$ cat src/rtl/proj_extender_sched.sv
// proj_extender_sched: batch scheduler for the fragment extender stage.
// Takes one batch (fragment + up to INDICES_COUNT k-mer indices) per
// handshake and streams FRAG_PARTS_COUNT beats per valid index, each carrying
// the signed extended start index and one FRAG_PART-wide fragment slice.

package proj_pkg;
    parameter int FM_EXTENDER_FRAG_LEN_BITS     = 64;
    parameter int FRAG_LEN                      = 32;
    parameter int KMER_LEN                      = 16;
    parameter int SORTER_EXTENDER_INDICES_COUNT = 4;
    parameter int INDICE_LEN                    = 8;
    parameter int SIGNED_INDICE_LEN             = 9;
    parameter int EXTENDER_OUT_PART_LEN         = 16;
endpackage

module proj_extender_sched #(
    parameter int FRAG_LEN_BITS     = proj_pkg::FM_EXTENDER_FRAG_LEN_BITS,
    parameter int FRAG_SIZE         = proj_pkg::FRAG_LEN,
    parameter int KMER_SIZE         = proj_pkg::KMER_LEN,
    parameter int INDICES_COUNT     = proj_pkg::SORTER_EXTENDER_INDICES_COUNT,
    parameter int INDICE_LEN        = proj_pkg::INDICE_LEN,
    parameter int SIGNED_INDICE_LEN = proj_pkg::SIGNED_INDICE_LEN,
    parameter int FRAG_PART         = proj_pkg::EXTENDER_OUT_PART_LEN,
    parameter bit DROP_NEG          = 1'b0
) (
    input  logic                                clk,
    input  logic                                rst_n,
    input  logic                                in_valid,
    output logic                                in_ready,
    input  logic [FRAG_LEN_BITS-1:0]            in_fragment,
    input  logic [INDICES_COUNT*INDICE_LEN-1:0] in_kmer_indices,
    input  logic [$clog2(INDICES_COUNT):0]      in_count,
    output logic                                out_valid,
    input  logic                                out_ready,
    output logic [SIGNED_INDICE_LEN-1:0]        out_index,
    output logic [FRAG_PART-1:0]                out_gfm,
    output logic                                out_first,
    output logic                                out_last,
    output logic                                batch_done
);

    localparam int FRAG_PARTS_COUNT = FRAG_LEN_BITS / FRAG_PART;
    localparam int OFFSET           = (FRAG_SIZE - KMER_SIZE) >> 1;
    localparam int CW               = $clog2(INDICES_COUNT) + 1;
    localparam int SW               = (INDICES_COUNT > 1) ? $clog2(INDICES_COUNT) : 1;
    localparam int PW               = (FRAG_PARTS_COUNT > 1) ? $clog2(FRAG_PARTS_COUNT) : 1;

    localparam logic [SIGNED_INDICE_LEN-1:0] OFFSET_S  = SIGNED_INDICE_LEN'(OFFSET);
    localparam logic [CW-1:0]                IC_C      = CW'(INDICES_COUNT);
    localparam logic [PW-1:0]                PART_LAST = PW'(FRAG_PARTS_COUNT - 1);

    typedef enum logic {
        ST_IDLE   = 1'b0,
        ST_STREAM = 1'b1
    } state_t;

    state_t                 r_state;
    logic [FRAG_LEN_BITS-1:0] r_frag;
    logic [INDICE_LEN-1:0]  r_idx [INDICES_COUNT];
    logic [CW-1:0]          r_cnt;
    logic [SW-1:0]          r_slot;
    logic [PW-1:0]          r_part_idx;
    logic                   r_batch_done;

    logic [INDICE_LEN-1:0]  w_cur_idx;
    logic                   w_streaming;
    logic                   w_skip;
    logic                   w_last_slot;
    logic                   w_last_part;
    logic [CW-1:0]          w_in_cnt;
    logic [FRAG_PART-1:0]   w_parts [FRAG_PARTS_COUNT];

    assign w_cur_idx   = r_idx[r_slot];
    assign w_streaming = (r_state == ST_STREAM);
    // Indices whose extended start would fall before the fragment are skipped
    // only when DROP_NEG is set; the compare is done in the widened domain.
    assign w_skip      = DROP_NEG && ({1'b0, w_cur_idx} < OFFSET_S);
    assign w_last_slot = ({1'b0, r_slot} == (r_cnt - CW'(1)));
    assign w_last_part = (r_part_idx == PART_LAST);
    // Oversized counts from the sorter are clamped to the slot capacity.
    assign w_in_cnt    = (in_count > IC_C) ? IC_C : in_count;

    // Split the held fragment into output slices, part 0 at the LSBs.
    always_comb begin
        for (int p = 0; p < FRAG_PARTS_COUNT; p++) begin
            w_parts[p] = r_frag[p*FRAG_PART +: FRAG_PART];
        end
    end

    assign in_ready   = (r_state == ST_IDLE);
    assign out_valid  = w_streaming && !w_skip;
    assign out_gfm    = w_parts[r_part_idx];
    assign out_index  = {1'b0, w_cur_idx} - OFFSET_S;
    assign out_first  = (r_part_idx == PW'(0));
    assign out_last   = w_streaming && w_last_part && w_last_slot;
    assign batch_done = r_batch_done;

    // Scheduler FSM: batch capture, slot/part sequencing and done pulse.
    always_ff @(posedge clk or negedge rst_n) begin
        if (!rst_n) begin
            r_state      <= ST_IDLE;
            r_frag       <= '0;
            r_cnt        <= '0;
            r_slot       <= '0;
            r_part_idx   <= '0;
            r_batch_done <= 1'b0;
            for (int i = 0; i < INDICES_COUNT; i++) begin
                r_idx[i] <= '0;
            end
        end else begin
            r_batch_done <= 1'b0;
            case (r_state)
                ST_IDLE: begin
                    if (in_valid) begin
                        r_frag     <= in_fragment;
                        r_cnt      <= w_in_cnt;
                        r_slot     <= '0;
                        r_part_idx <= '0;
                        for (int i = 0; i < INDICES_COUNT; i++) begin
                            r_idx[i] <= in_kmer_indices[i*INDICE_LEN +: INDICE_LEN];
                        end
                        if (w_in_cnt == CW'(0)) begin
                            r_batch_done <= 1'b1;
                        end else begin
                            r_state <= ST_STREAM;
                        end
                    end else begin
                        r_state <= ST_IDLE;
                    end
                end
                ST_STREAM: begin
                    if (w_skip || (out_ready && w_last_part)) begin
                        // Slot finished, either dropped in one cycle or after its final part.
                        r_part_idx <= '0;
                        if (w_last_slot) begin
                            r_slot       <= '0;
                            r_state      <= ST_IDLE;
                            r_batch_done <= 1'b1;
                        end else begin
                            r_slot <= r_slot + SW'(1);
                        end
                    end else if (out_ready) begin
                        r_part_idx <= r_part_idx + PW'(1);
                    end else begin
                        r_part_idx <= r_part_idx;
                    end
                end
                default: begin
                    r_state <= ST_IDLE;
                end
            endcase
        end
    end

endmodule

$ cat config.mk
export PLATFORM = sky130hd
export DESIGN_NAME = proj_extender_sched
export DESIGN_NICKNAME = d
export VERILOG_FILES = /design/src/rtl/proj_extender_sched.sv
export SDC_FILE = /design/constraint.sdc
export NUM_CORES = 1
export LEC_CHECK = 0
export CAP_MARGIN = 20
export CORE_AREA = 8 8 133 135
export CTS_BUF_LIST = sky130_fd_sc_hd__clkbuf_8
export CTS_CLUSTER_DIAMETER = 60
export DETAILED_ROUTE_END_ITERATION = 12
export DIE_AREA = 0 0 141 143
export PLACE_DENSITY = 0.62
export SLEW_MARGIN = 30
export SYNTH_ARGS = -nofsm -noshare
export SYNTH_HDL_FRONTEND = slang
export SYNTH_SLANG_ARGS = --single-unit
$ cat constraint.sdc
create_clock -name clk -period 1.9 [get_ports clk]
set_input_delay 0.38 -clock clk [delete_from_list [all_inputs] [get_ports clk]]
set_output_delay 0.38 -clock clk [all_outputs]
set_load 0.005 [all_outputs]
==> results.json <==
{
  "outcome": "complete, but fails checks",
  "violations": "negative setup slack",
  "core.rowCount": 46,
  "post_drt_wl_per_cell_um": 15.2,
  "grt_pass1_vias": 4170,
  "fmax_ghz": 0.385,
  "die_w_um": 141,
  "clk_pin_slew_ns": 0.10,
  "clock_skew_ns": 0.0145,
  "grt_usage_pct": 13.9,
  "via_count": 3827,
  "setup_viol": 26,
  "gp_congestion": 0.801,
  "dpl.cell_count": 839,
  "dpl.hpwl_um": 9210,
  "p_seq_share_pct": 36.7,
  "slew_headroom_pct": 63.2,
  "start_util_pct": 30.3,
  "final.period_utilization_pct": 137,
  "power.leakage_uw": 0.00336,
  "synth_top_family_by_area": "simple AND/OR/NAND/NOR gates",
  "hold_viol": 0,
  "synth_area_leaders": "dfrtp_1 (56%), nand2_1 (23%), mux4_2 (8.6%)",
  "num-fill-cells": 1503,
  "coreArea_um2": 15600,
  "final_cells": 873,
  "pre_cts_ws_ns": -0.800,
  "finalMaxSlewViolations": 0,
  "yosys.area_share.simple_pct": 25.9,
  "syn_nets": 606,
  "io_pins": 133,
  "grt_max_degree": 106,
  "p_clk_share_pct": 11.8,
  "wirelength_um": 13300,
  "cts_tree": "built",
  "cts_hold_buf": 0,
  "startpoint_type": "register",
  "cts.root.buffer_cell": "clkbuf_8",
  "synth.most_common_cell": "nand2_1",
  "worst_ep_arrival_time_ns": 2.22,
  "io_buffers": 132,
  "tightest_slew_ns": 0.552,
  "synth_area_leader_cell": "dfrtp_1",
  "synth_area_um2": 4730,
  "syn_inst": 499,
  "cp.required_ns": 1.52,
  "nets": 760,
  "power_uw": 10300,
  "synthTopCellsByCount": "nand2_1 (294), dfrtp_1 (105), clkbuf_1 (26)",
  "areaGrowthSynthToFinish_pct": 44.9,
  "avgSynthCellArea_um2": 9.48,
  "drive_gt1_share_pct": 17.8,
  "seq_area_frac_synth_pct": 55.6,
  "ctsHtreeMaxLevel": 3,
  "die_y_um": 143,
  "worstSetupPathType": "reg -> out",
  "cts_buffer_depth": 2,
  "netlist.area_leader.share_pct": 55.6,
  "p_int_uw": 6790,
  "clock-sinks": 105,
  "yosysWarnings": 0,
  "p_sw_share_pct": 33.8,
  "numCtsBuffers": 9,
  "dr.first_iter.drc_count": 175,
  "rsz0062_at_grt": "yes",
  "ant_nets": 0,
  "hp-class": "in -> async",
  "via_per_inst": 4.38,
  "detail_route.drc_violations": 0,
  "finalSetupTns_ns": -8.12,
  "layout_min_cycle_time_ns": 2.60,
  "antenna_found_initial": 0,
  "diodes": 0,
  "ir_drop_mv": 0.876,
  "synth_xor_area_share_pct": 0.926,
  "power_frac_comb_pct": 51.5,
  "ys_types": 27,
  "p_switching_uw": 3470,
  "synth_edf_count": 0,
  "grt.overflow.total": 0,
  "yosys-mux-area-fraction_pct": 11.9,
  "async_reset_ff_share_pct": 100,
  "max_cap_viol_count": 0,
  "firstDrtPassIters": 4,
  "synth_fa_ha_area_share_pct": 1.06,
  "worst_slack_ns": -0.699,
  "powerDensity_nw_per_um2": 1500,
  "synth-seq-cells": 105,
  "crit_path_max_fanout": 4,
  "seq_area_um2": 2630,
  "synth_compound_area_share_pct": 1.53,
  "post-route-util_pct": 43.9,
  "multi_input_area_um2": 2020,
  "ys.flop_type": "dfrtp_1",
  "worstSkewPairLatency_ns": 0.38,
  "grt_first_pass_wirelength_um": 21900,
  "end_kind": "primary output",
  "die_area_um2": 20200
}
-- logic make-up after synthesis --
group | count (synthesis)
adders and majority gates | 4
AOI/OAI and AO/OA | 11
xor gates and xnor gates | 5
muxes | 24
and+or+nand+nor | 313
DFF | 105
buffers and inverters | 37
-- path summary, 6_finish.rpt --
check                              start           end  slack, ns  cells past startpoint
max in group asynchronous          rst_n    r_frag[13]       1.43                      2
hold / removal                     rst_n     r_idx[29]       0.07                      2
setup reg to reg           r_part_idx[0]     r_slot[1]       0.32                      7
hold reg to reg                r_idx[21]     r_idx[21]       0.48                      2
min in group clk               r_idx[21]     r_idx[21]       0.48                      2
setup / recovery               r_slot[0]  out_index[8]      -0.70                      5
-- per-layer routing --
layer	track usage [%]	part of all wire (%)
met1	17.2	45
met2	22.5	47
met3	5.28	6.9
met4	3.45	0.68
met5	0	0
-- final cells by class --
cell class | instances | area share, %
Sequential cell | 105 | 38.4
Multi-Input combinational cell | 357 | 29.5
Timing Repair Buffer | 172 | 25.3
Tap cell | 216 | 3.94
Clock buffer | 9 | 1.81
Clock inverter | 6 | 0.530
Inverter | 8 | 0.511
-- per-stage QoR --
step / hold WS [ns] / instance area, um2
finish: 0.0692 / 6850
global route: 0.0831 / 6850
CTS: 0.0682 / 6830
detailed placement: 0.457 / 6450
global placement: 0.452 / 6450
floorplan: 0.0844 / 4720
-- sequential cells by signal (all words and copies together), names as in the netlist --
name,flops
out_valid,1
r_frag,64
r_cnt,3
r_slot,2
r_idx,32
batch_done,1
r_part_idx,2
-- power groups by stage --
stage | clock network (uW) | logic, uW | registers (uW)
2_1_floorplan | 0 | 2410 | 3620
3_3_place_gp | 0 | 4550 | 3750
3_5_place_dp | 0 | 4660 | 3820
4_1_cts | 1290 | 5230 | 3780
5_1_grt | 1370 | 5850 | 3900
6_report | 1210 | 5280 | 3770
-- critical path, cell delays in order (launching register included) --
cell and delay (ns):
dfrtp_2 0.43, mux4_2 0.56, buf_6 0.14, or4_4 0.49, nor2_2 0.11, buf_2 0.11
-- cell usage in the layout (no fill, tap or decap), types with 3 or more instances in the layout --
cell type	n
buf_12	8
mux4_2	20
nand3_1	6
clkdlybuf4s50_1	107
xor2_1	3
buf_4	16
clkbuf_8	9
buf_6	21
buf_2	15
nand2_1	293
mux4_1	4
dfrtp_1	104
o21ai_0	3
inv_1	4
clkinv_2	4
-- timing repair --
item,CTS,global route
gates cloned,2,0
setup buffers,18,3
setup endpoints to repair,27,27
resized for setup,129,11
pin swaps,6,2
(Power assumes the default switching activity.)
